--- src/rtl/uart_rx_alu_interface_pkg.sv ---
// Shared types and constants for the UART-receiver to ALU bridge.
// One-hot FSM encoding, default widths and the ALU opcode map.
package uart_rx_alu_interface_pkg;

    localparam int NB_DATA_DEF = 8;
    localparam int NB_OP_DEF   = 6;

    typedef enum logic [5:0] {
        ST_WAIT_A  = 6'b000001,
        ST_WAIT_B  = 6'b000010,
        ST_WAIT_OP = 6'b000100,
        ST_EXEC    = 6'b001000,
        ST_SEND    = 6'b010000,
        ST_WAIT_TX = 6'b100000
    } state_e;

    localparam logic [5:0] OP_ADD = 6'h20;
    localparam logic [5:0] OP_SUB = 6'h22;
    localparam logic [5:0] OP_AND = 6'h24;
    localparam logic [5:0] OP_OR  = 6'h25;
    localparam logic [5:0] OP_XOR = 6'h26;
    localparam logic [5:0] OP_NOR = 6'h27;
    localparam logic [5:0] OP_SRA = 6'h03;
    localparam logic [5:0] OP_SRL = 6'h02;

endpackage

--- src/rtl/uart_rx_alu_interface_edge_detect_rise.sv ---
// Rising-edge detector: o_rise is high in the cycle the input is first seen high,
// zero latency, one pulse per low-to-high transition however long the level lasts.
module edge_detect_rise (
    input  logic i_clock,
    input  logic i_reset,
    input  logic i_sig,
    output logic o_rise
);

    logic sig_q;
    logic sig_d;

    always_comb begin
        sig_d = i_sig;
    end

    always_ff @(posedge i_clock or negedge i_reset) begin
        if (!i_reset) begin
            sig_q <= 1'b0;
        end else begin
            sig_q <= sig_d;
        end
    end

    assign o_rise = i_sig & ~sig_q;

endmodule

--- src/rtl/uart_rx_alu_interface.sv ---
// Collects A, B, opcode bytes from the UART receiver, runs one ALU cycle and hands the result
// to the transmitter; o_tx_start 2 clocks after the opcode byte, bytes during EXEC/SEND/WAIT_TX are dropped.
module uart_rx_alu_interface
    import uart_rx_alu_interface_pkg::*;
#(
    parameter int NB_DATA        = NB_DATA_DEF,
    parameter int NB_OP          = NB_OP_DEF,
    parameter int TIMEOUT_CYCLES = 100000
) (
    input  logic               i_clock,
    input  logic               i_reset,
    input  logic               i_rx_done,
    input  logic [NB_DATA-1:0] i_rx_data,
    output logic [NB_DATA-1:0] o_alu_a,
    output logic [NB_DATA-1:0] o_alu_b,
    output logic [NB_OP-1:0]   o_alu_op,
    input  logic [NB_DATA-1:0] i_alu_result,
    output logic [NB_DATA-1:0] o_tx_data,
    output logic               o_tx_start,
    input  logic               i_tx_done,
    output logic               o_frame_err,
    output logic               o_overrun
);

    localparam int NB_CNT = (TIMEOUT_CYCLES > 1) ? $clog2(TIMEOUT_CYCLES) : 1;
    localparam logic [NB_CNT-1:0] CNT_LAST = NB_CNT'(TIMEOUT_CYCLES - 1);

    state_e             state_q, state_d;
    logic [NB_DATA-1:0] alu_a_q, alu_a_d;
    logic [NB_DATA-1:0] alu_b_q, alu_b_d;
    logic [NB_OP-1:0]   alu_op_q, alu_op_d;
    logic [NB_DATA-1:0] tx_data_q, tx_data_d;
    logic [NB_CNT-1:0]  cnt_q, cnt_d;
    logic               overrun_q, overrun_d;

    logic rx_evt;
    logic tx_evt;
    logic in_frame;
    logic busy;
    logic timeout_hit;

    edge_detect_rise u_rx_edge (
        .i_clock (i_clock),
        .i_reset (i_reset),
        .i_sig   (i_rx_done),
        .o_rise  (rx_evt)
    );

    edge_detect_rise u_tx_edge (
        .i_clock (i_clock),
        .i_reset (i_reset),
        .i_sig   (i_tx_done),
        .o_rise  (tx_evt)
    );

    assign in_frame    = (state_q == ST_WAIT_B) || (state_q == ST_WAIT_OP);
    assign busy        = (state_q == ST_EXEC) || (state_q == ST_SEND) || (state_q == ST_WAIT_TX);
    // A byte landing on the last count keeps the frame alive.
    assign timeout_hit = in_frame && !rx_evt && (cnt_q == CNT_LAST);

    always_comb begin
        state_d   = state_q;
        alu_a_d   = alu_a_q;
        alu_b_d   = alu_b_q;
        alu_op_d  = alu_op_q;
        tx_data_d = tx_data_q;
        overrun_d = overrun_q;
        cnt_d     = '0;

        if (in_frame && !rx_evt && !timeout_hit) begin
            cnt_d = cnt_q + NB_CNT'(1);
        end

        if (busy && rx_evt) begin
            overrun_d = 1'b1;
        end

        unique case (state_q)
            ST_WAIT_A: begin
                if (rx_evt) begin
                    alu_a_d = i_rx_data;
                    state_d = ST_WAIT_B;
                end
            end
            ST_WAIT_B: begin
                if (rx_evt) begin
                    alu_b_d = i_rx_data;
                    state_d = ST_WAIT_OP;
                end else if (timeout_hit) begin
                    state_d = ST_WAIT_A;
                end
            end
            ST_WAIT_OP: begin
                if (rx_evt) begin
                    alu_op_d = i_rx_data[NB_OP-1:0];
                    state_d  = ST_EXEC;
                end else if (timeout_hit) begin
                    state_d = ST_WAIT_A;
                end
            end
            ST_EXEC: begin
                tx_data_d = i_alu_result;
                state_d   = ST_SEND;
            end
            ST_SEND: begin
                state_d = ST_WAIT_TX;
            end
            ST_WAIT_TX: begin
                if (tx_evt) begin
                    state_d = ST_WAIT_A;
                end
            end
            default: begin
                state_d = ST_WAIT_A;
            end
        endcase
    end

    always_ff @(posedge i_clock or negedge i_reset) begin
        if (!i_reset) begin
            state_q   <= ST_WAIT_A;
            alu_a_q   <= '0;
            alu_b_q   <= '0;
            alu_op_q  <= '0;
            tx_data_q <= '0;
            cnt_q     <= '0;
            overrun_q <= 1'b0;
        end else begin
            state_q   <= state_d;
            alu_a_q   <= alu_a_d;
            alu_b_q   <= alu_b_d;
            alu_op_q  <= alu_op_d;
            tx_data_q <= tx_data_d;
            cnt_q     <= cnt_d;
            overrun_q <= overrun_d;
        end
    end

    // Decoded straight from the state flop so reset drops the pulse without a clock.
    assign o_tx_start  = (state_q == ST_SEND);
    assign o_frame_err = timeout_hit;
    assign o_alu_a     = alu_a_q;
    assign o_alu_b     = alu_b_q;
    assign o_alu_op    = alu_op_q;
    assign o_tx_data   = tx_data_q;
    assign o_overrun   = overrun_q;

endmodule
--- config.mk ---
export PLATFORM = sky130hd
export DESIGN_NAME = uart_rx_alu_interface
export DESIGN_NICKNAME = d
export VERILOG_FILES = /design/src/rtl/uart_rx_alu_interface_pkg.sv /design/src/rtl/uart_rx_alu_interface_edge_detect_rise.sv /design/src/rtl/uart_rx_alu_interface.sv
export SDC_FILE = /design/constraint.sdc
export NUM_CORES = 1
export LEC_CHECK = 0
export BUFFER_PORTS_ARGS = -buffer_cell sky130_fd_sc_hd__buf_2
export CAP_MARGIN = 20
export CORE_ASPECT_RATIO = 2
export CORE_UTILIZATION = 54
export DETAILED_ROUTE_END_ITERATION = 12
export GPL_TIMING_DRIVEN = 0
export PLACE_DENSITY_LB_ADDON = 0.05
export REMOVE_ABC_BUFFERS = 1
export SETUP_SLACK_MARGIN = 0.02
export SYNTH_ARGS = -nofsm -noshare
export SYNTH_HDL_FRONTEND = slang
export SYNTH_HIERARCHICAL = 1
export SYNTH_SLANG_ARGS = --single-unit
--- constraint.sdc ---
create_clock -name i_clock -period 1.9 [get_ports i_clock]
set_clock_uncertainty 0.05 [all_clocks]
set_input_delay 0.285 -clock i_clock [delete_from_list [all_inputs] [get_ports i_clock]]
set_output_delay 0.285 -clock i_clock [all_outputs]
set_load 0.01 [all_outputs]
==> impl_metrics.json, run 1 <==
{
  "multi_input_area_um2": 1090,
  "clock_path_buffers": 2,
  "layout-drive-gt1-share_pct": 48.5,
  "ctsHtreeMaxLevel": 2,
  "critPathKind": "reg2out",
  "wirelength_um": 5080,
  "seqPwrFrac_pct": 49.9,
  "final_hold_viol_count": 0,
  "cp_max_fo": 5,
  "place_inst": 301,
  "synth_ff_type": "dfrtp_1",
  "dieArea_um2": 4860,
  "worstPathArrival_ns": 1.80,
  "grt_start_max_net_pins": 30,
  "grt_pass1_wl_um": 8650,
  "fin_setup_tns_ns": -0.232,
  "power.share.clock_pct": 26.5,
  "cp_slowest_cell": "or4_4",
  "fin_ws_ns": -0.232,
  "nNetsFinal": 292,
  "io_buffer_count": 52,
  "hpwl_um": 3640,
  "mostFrequentLayoutCells": "52 x dfrtp_1, 52 x buf_2, 30 x mux2_2",
  "coreArea_um2": 4380,
  "row_count": 34,
  "num_antenna_cells": 0,
  "grt_pass1_vias": 1933,
  "intPower_w": 0.00214,
  "root_buffer": "clkbuf_8",
  "drt_iter0_markers": 14,
  "grt_setup_unrepaired": "true",
  "finalSetupViolations": 1,
  "via_per_inst": 5.55,
  "clk_latency_ns": 0.31,
  "clk_pin_slew_worst_paths_ns": 0.10,
  "die_y_um": 97.6,
  "post-route-util_pct": 71.0,
  "yosysSeqAreaShare_pct": 56.8,
  "worst_path_largest_cell_delay_ns": 0.54,
  "wl_per_cell_um": 15.6,
  "fillers": 333,
  "gp_congestion": 0.787,
  "switching_share_pct": 28.4,
  "cts_buffers": 5,
  "ys_warn_count": 6,
  "die_w_um": 49.8,
  "maxClockFrequency_ghz": 0.469,
  "async_flop_share_pct": 100,
  "overflow": 0,
  "p_sw_w": 0.000850,
  "cts.sinks": 56,
  "start_kind": "flip-flop",
  "wl_met1_um": 1890,
  "top_level_ports": 53,
  "dr.max_layer_used": "met4",
  "synth_edf_count": 0,
  "rrSetupSlack_ns": 0.08,
  "worstHoldEndpoint": "u_tx_edge/sig_q",
  "syn_to_final_growth_pct": 25.9,
  "synth_cell_type_count": 43,
  "dr.pass1.iters": 4,
  "status": "complete, but fails checks",
  "antenna_found_initial": 0,
  "r2r_cells": 5,
  "combPwrFrac_pct": 23.6,
  "p_per_area_nw_per_um2": 961,
  "slew_viol_final": 0,
  "tightest_slew_ns": 0.672,
  "synth_area_um2": 2470,
  "holdCritPathClass": "in2reg",
  "end_kind": "output pin",
  "postSynthCellCount": 198,
  "syn_area_per_cell_um2": 12.5,
  "worstPathCellList": "or4_4 -> nor4_4 -> buf_2",
  "timing.slew.headroom_pct": 55.2,
  "grt_usage_pct": 23.4,
  "wl_met3_um": 122,
  "drc_errors": 0,
  "synth-seq-cells": 56,
  "hold_path.startpoint": "i_tx_done",
  "rr_startpoint": "state_q[5]",
  "wl_met2_um": 2930,
  "worstHoldPathCells": 1,
  "power.total_w": 0.00299,
  "num_vias": 1810,
  "cts_tree": "yes",
  "r2r_end": "o_alu_b[1]",
  "violations": "negative setup slack",
  "period_share_pct": 112,
  "peakVddDrop_mv": 0.957,
  "antenna_left": 0,
  "crit_required_ns": 1.56,
  "whs_ns": 0.0471,
  "regArea_um2": 1410,
  "layout_min_cycle_time_ns": 2.13,
  "p_leak_nw": 1.44,
  "max_cap_viol_count": 0,
  "instances_no_fill": 326,
  "start_util_pct": 56.4
}
## power groups by stage
stage	clock [W]	combinational (W)	sequential (W)
6_report	0.000792	0.000707	0.00149
5_1_grt	0.000851	0.000768	0.00151
4_1_cts	0.000813	0.000706	0.00149
3_5_place_dp	0	0.000689	0.00151
3_3_place_gp	0	0.000675	0.00151
2_1_floorplan	0	0.000322	0.00159
## how the worst max path moves through the flow
stage / start / endpoint / slack [ns] / depth (start not counted)
global placement: cnt_q[0] / o_frame_err / -0.20 / 5
global route: state_q[5] / o_frame_err / -0.29 / 3
CTS: cnt_q[14] / o_frame_err / -0.26 / 4
finish: state_q[4] / o_frame_err / -0.23 / 3
detailed placement: cnt_q[0] / o_frame_err / -0.18 / 5
floorplan: cnt_q[0] / o_frame_err / 0.14 / 4
## metrics by stage
stage / cell area [µm²] / worst slack (ns)
2_1_floorplan: 2450 / 0.137
3_3_place_gp: 2780 / -0.203
3_5_place_dp: 2800 / -0.183
4_1_cts: 3050 / -0.262
5_1_grt: 3110 / -0.295
6_report: 3110 / -0.232
## what timing repair did
| item | 4_1_cts | 5_1_grt |
|---|---|---|
| gates resized for setup | 7 | 11 |
| buffers inserted | 12 | 4 |
| hold endpoints to repair | 26 | 0 |
| pin swaps | 5 | 2 |
| setup endpoints to repair | 1 | 20 |
| hold buffers | 1 | 0 |
## cells by family after synthesis
group                    Yosys count  share of synthesized area, %
multiplexers                      30                          13.7
AND/OR/NAND/NOR                   71                          18.2
flip-flops                        56                          56.8
AO/OA/AOI/OAI                     16                          4.05
buffers and inverters             10                          1.77
adder cells (fa/ha/maj)            1                         0.507
XOR/XNOR                          14                          4.96
## layout make-up
cell class                 instances  area share [%]
clock buffer                       5            2.21
clock inverter                     3            1.53
inverter                           6           0.724
multi-input combinational        132            35.0
sequential                        56            45.2
tap                               54            2.17
timing repair buffer              70            13.2
## cell usage after synthesis, drive strengths merged, types with 2 or more instances
library cell  instances  area, µm²
nor2                 18       67.6
a21oi                 4       20.0
nand2                 8       37.5
xnor2                 8       70.1
and4                  3       27.5
or4                   3       26.3
o21ai                 5       25.0
nor3                  3       26.3
and3                  2       12.5
dfrtp                55       1380
nor2b                 6       52.6
nand3                 7       35.0
o31ai                 3       22.5
inv                   6       22.5
buf                   3       17.5
nor4bb                2       20.0
or3                   2       17.5
xor2                  6       52.6
nor4                  5       37.5
nand4                 6       43.8
mux2                 30        338
## worst max-delay path: cells and delay by family, from the launching register on
kind                   cells  cell delay (ns)
buffers and inverters      1             0.18
flip-flops                 1             0.46
AND/OR/NAND/NOR            2             0.84
## state kept, by name, summed over array words and instances (netlist names)
| signal | cells |
|---|---|
| o_alu_a | 8 |
| cnt_q | 17 |
| o_alu_op | 6 |
| o_overrun | 1 |
| u_tx_edge/sig_q | 1 |
| u_rx_edge/sig_q | 1 |
| o_tx_data | 8 |
| o_alu_b | 8 |
| state_q | 6 |
## routing by layer
| metal | GRT usage, % | vias up |
|---|---|---|
| met3 | 3.60 | 13 |
| met5 | 0 | - |
| met4 | 10.8 | 0 |
| met1 | 24.0 | 899 |
| li1 | - | 852 |
| met2 | 44.0 | 46 |
Note: power is estimated with default switching activity, not from simulation.
==> run 2: changes to the inputs <==
PLACE_DENSITY = 0.76   (was not set)
PLACE_DENSITY_LB_ADDON = not set   (was 0.05)
==> run 2 against run 1 <==
The flow still finishes with violations (negative setup slack); worst hold slack got worse by 0.0059 ns; combinational power grew 7.1%; cell count rose by 0.61%; routed wire length rose by 2.4%; fmax grew 1.4%; sequential share of layout area increased by 0.18 points; final area is 0.40% lower; flip-flop and latch count did not move; first-iteration DRC count grew to 2.6 times the previous value.
==> impl_metrics.json, run 2 (synthesis gave the netlist of run 1 again) <==
{
  "status": "complete, but fails checks",
  "violations": "negative setup slack",
  "critPathKind": "reg2out",
  "p_leak_nw": 1.44,
  "cp_slowest_cell": "or4_4",
  "fillers": 318,
  "clk_latency_ns": 0.31,
  "start_util_pct": 56.4,
  "gp_congestion": 0.816,
  "dp_worst_setup_slack_ns": -0.120,
  "antenna_left": 0,
  "finalSetupViolations": 19,
  "row_count": 34,
  "cp_max_fo": 4,
  "worstPathCellList": "or4_4 -> nor4_4 -> buf_2",
  "drc_errors": 0,
  "grt_start_max_net_pins": 36,
  "grt_usage_pct": 22.8,
  "io_buffer_count": 52,
  "top_level_ports": 53,
  "syn_to_final_growth_pct": 25.4,
  "wirelength_um": 5200,
  "num_antenna_cells": 0,
  "final_hold_viol_count": 0,
  "largest_reg_flops": 17,
  "clock_path_buffers": 2,
  "mostFrequentLayoutCells": "52 x dfrtp_1, 52 x buf_2, 30 x mux2_2",
  "post-route-util_pct": 70.7,
  "place_inst": 301,
  "crit_required_ns": 1.56,
  "antenna_found_initial": 0,
  "coreArea_um2": 4380,
  "top_register": "cnt_q",
  "dr.pass1.iters": 4,
  "final_area_um2": 3100,
  "via_per_inst": 5.60,
  "overflow": 0,
  "worstPathArrival_ns": 1.77,
  "grt_pass1_wl_um": 8510,
  "cts_buffers": 5,
  "path_delay_family": "simple AND/OR/NAND/NOR gates",
  "fin_ws_ns": -0.201,
  "cts_tree": "yes",
  "period_share_pct": 111,
  "ctsHtreeMaxLevel": 2,
  "tightest_slew_ns": 0.544,
  "peakVddDrop_mv": 0.797,
  "instances_no_fill": 328,
  "drt_iter0_markers": 36,
  "grt_pass1_vias": 1996,
  "dieArea_um2": 4860,
  "maxClockFrequency_ghz": 0.476,
  "dpl_cell_area_um2": 2800,
  "die_w_um": 49.8,
  "num_vias": 1838,
  "max_cap_viol_count": 0,
  "fin_setup_tns_ns": -1.36,
  "p_per_area_nw_per_um2": 945,
  "root_buffer": "clkbuf_8",
  "end_kind": "output pin",
  "timing.slew.headroom_pct": 63.5,
  "layout-drive-gt1-share_pct": 46.7,
  "critPathBufInv": 1,
  "slew_viol_final": 0,
  "die_y_um": 97.6,
  "hpwl_um": 3590,
  "nNetsFinal": 294,
  "wl_per_cell_um": 15.9,
  "grt_setup_unrepaired": "true",
  "start_kind": "flip-flop",
  "cts.sinks": 56,
  "layout_min_cycle_time_ns": 2.10,
  "clk_pin_slew_worst_paths_ns": 0.10,
  "worst_path_largest_cell_delay_ns": 0.56,
  "holdCritPathClass": "in2reg"
}
[run 2: final timing paths]
kind	from	endpoint	slack, ns	cells past startpoint
setup reg to reg	state_q[5]	cnt_q[16]	-0.10	6
max in group asynchronous	i_reset	state_q[4]	0.80	3
hold / removal	i_tx_done	u_tx_edge/sig_q	0.04	1
min in group asynchronous	i_reset	cnt_q[9]	0.43	2
setup / recovery	state_q[5]	o_frame_err	-0.20	3
hold reg to reg	o_overrun	o_overrun	0.42	2
[run 2: final cells by class]
type	instances	area (µm²)	area share [%]
Sequential cell	56	1410	45.4
Clock inverter	3	27.5	0.889
Tap cell	54	67.6	2.18
Timing Repair Buffer	71	422	13.6
Inverter	6	22.5	0.727
Multi-Input combinational cell	133	1080	35.0
Clock buffer	5	68.8	2.22
[run 2: per-layer routing]
| metal | up-vias | share of wire [%] | GRT usage (%) | routed length, µm |
|---|---|---|---|---|
| li1 | 854 | - | - | - |
| met1 | 926 | 37 | 24.2 | 1930 |
| met2 | 47 | 58 | 42.4 | 3030 |
| met3 | 11 | 2.5 | 3.44 | 128 |
| met4 | 0 | 2.1 | 9.89 | 110 |
| met5 | - | 0 | 0 | 0 |
[run 2: metrics by stage]
stage | power (W) | hold slack (ns)
final | 0.00293 | 0.0412
after CTS | 0.00289 | 0.0339
after detailed placement | 0.00220 | 0.247
after floorplan | 0.00191 | -0.0606
after global placement | 0.00218 | 0.357
after global routing | 0.00307 | 0.0345
[run 2: timing repair]
action	in CTS	in global routing
gates cloned	0	1
setup endpoints to repair	1	17
pin swaps	4	11
hold buffers	1	0
gates resized for setup	4	11
endpoints found under the hold margin	20	0
setup buffers	10	8
[run 2: power breakdown]
part	switching (W)	internal, W	leakage (nW)	total, W
Combinational	0.000374	0.000384	0.677	0.000757
Sequential	0.000103	0.00139	0.718	0.00149
Clock	0.000408	0.000272	0.0463	0.000680
==> run 3: changes to the inputs <==
CORE_MARGIN = 2   (was not set)
GPL_TIMING_DRIVEN = 1   (was 0)
==> run 3 against run 2 <==
The run still ends with negative setup slack left; flip-flop and latch count unchanged; clock power increased by 18%; core utilization is 0.086 points higher; die area is 6.1% higher; global-route usage fell by 0.68 points; sequential power hardly changed; sequential share of layout area decreased by 0.055 points; largest power group unchanged; non-clock buffer count shrank 1.
==> impl_metrics.json, run 3 (synthesis gave the netlist of run 1 again) <==
{
  "antenna_left": 0,
  "start_kind": "flip-flop",
  "critPathBufInv": 1,
  "r2r_cells": 5,
  "worstPathCellList": "or4_4 -> nor4_4 -> buf_2",
  "clock_path_buffers": 2,
  "row_count": 34,
  "layout_min_cycle_time_ns": 2.07,
  "p_per_area_nw_per_um2": 972,
  "finalSetupViolations": 1,
  "regArea_um2": 1410,
  "path_delay_family": "simple AND/OR/NAND/NOR gates",
  "worst_path_largest_cell_delay_ns": 0.56,
  "cp_max_fo": 2,
  "clk_latency_ns": 0.30,
  "start_util_pct": 56.4,
  "cp_slowest_cell": "or4_4",
  "grt_setup_unrepaired": "true",
  "rrSetupSlack_ns": 0.08,
  "end_kind": "output pin",
  "final_hold_viol_count": 0,
  "violations": "negative setup slack",
  "instances_no_fill": 326,
  "cts_tree": "yes",
  "hold_path.startpoint": "i_tx_done",
  "post-route-util_pct": 70.8,
  "via_per_inst": 5.57,
  "critPathKind": "reg2out",
  "grt_start_max_net_pins": 21,
  "wl_per_cell_um": 15.6,
  "dieArea_um2": 5160,
  "whs_ns": 0.0508,
  "syn_to_final_growth_pct": 25.6,
  "place_inst": 309,
  "top_level_ports": 53,
  "io_buffer_count": 52,
  "timing.slew.headroom_pct": 63.8,
  "period_share_pct": 109,
  "wirelength_um": 5090,
  "worstHoldPathCells": 1,
  "gp_congestion": 0.789,
  "mostFrequentLayoutCells": "52 x dfrtp_1, 52 x buf_2, 30 x mux2_2",
  "fin_ws_ns": -0.171,
  "cts.sinks": 56,
  "coreArea_um2": 4380,
  "crit_required_ns": 1.56,
  "cts_buffers": 5,
  "ctsHtreeMaxLevel": 2,
  "fin_setup_tns_ns": -0.171,
  "max_cap_viol_count": 0,
  "worstPathArrival_ns": 1.74,
  "top_register": "cnt_q",
  "antenna_found_initial": 0,
  "dr.pass1.iters": 4,
  "die_y_um": 99.6,
  "root_buffer": "clkbuf_8",
  "tightest_slew_ns": 0.539,
  "status": "complete, but fails checks",
  "drt_iter0_markers": 33,
  "rr_startpoint": "state_q[4]",
  "fillers": 334,
  "die_w_um": 51.8,
  "nNetsFinal": 292,
  "grt_usage_pct": 22.1,
  "largest_reg_flops": 17,
  "grt_pass1_vias": 1970,
  "slew_viol_final": 0,
  "p_leak_nw": 1.44,
  "grt_pass1_wl_um": 8690,
  "overflow": 0,
  "holdCritPathClass": "in2reg",
  "peakVddDrop_mv": 1.01,
  "multi_input_area_um2": 1060,
  "layout-drive-gt1-share_pct": 46.0,
  "drc_errors": 0,
  "clk_pin_slew_worst_paths_ns": 0.10,
  "hpwl_um": 3920,
  "dp_worst_setup_slack_ns": 0.0639,
  "maxClockFrequency_ghz": 0.483,
  "num_antenna_cells": 0,
  "worstHoldEndpoint": "u_tx_edge/sig_q",
  "num_vias": 1817,
  "r2r_end": "cnt_q[15]"
}
==> run 3: metrics by stage <==
step	total power, W	instance area, µm²
finish	0.00302	3100
global route	0.00317	3100
CTS	0.00302	3080
detailed placement	0.00222	2870
global placement	0.00219	2870
floorplan	0.00191	2450
==> run 3: worst max path at each step <==
stage / to / cells past startpoint / from
6_report: o_frame_err / 3 / state_q[4]
5_1_grt: o_frame_err / 3 / state_q[4]
4_1_cts: o_frame_err / 4 / cnt_q[14]
3_5_place_dp: o_frame_err / 5 / cnt_q[0]
3_3_place_gp: o_alu_b[1] / 4 / state_q[5]
2_1_floorplan: o_frame_err / 4 / cnt_q[0]
==> run 3: worst register-to-register path: cells and delay by family, from the launching register on <==
| kind | cells | cell delay (ns) |
|---|---|---|
| buffers and inverters | 1 | 0.17 |
| AOI/OAI and AO/OA | 1 | 0.17 |
| and+or+nand+nor | 3 | 0.97 |
| DFF | 1 | 0.39 |
==> run 3: final cells by class <==
cell class	count	area share, %
Clock inverter	2	1.25
Timing Repair Buffer	70	13.6
Inverter	6	0.726
Sequential cell	56	45.3
Tap cell	54	2.18
Multi-Input combinational cell	132	34.2
Clock buffer	6	2.66
==> run 3: timing repair <==
item	4_1_cts	5_1_grt
hold buffers	1	0
setup endpoints to repair	1	13
pin swaps	5	2
setup buffers	7	1
resized for setup	7	4
hold endpoints to repair	17	0
==> run 3: power by group <==
part | internal (W) | switching, W
registers | 0.00139 | 0.000101
clock network | 0.000431 | 0.000369
logic | 0.000364 | 0.000362
==> run 3: per-layer routing <==
| metal | vias up | global-route usage, % | routed length [µm] |
|---|---|---|---|
| met5 | - | 0 | 0 |
| met4 | 0 | 8.30 | 118 |
| met3 | 8 | 2.70 | 166 |
| met2 | 52 | 42.5 | 3060 |
| met1 | 908 | 23.0 | 1750 |
| li1 | 849 | - | - |
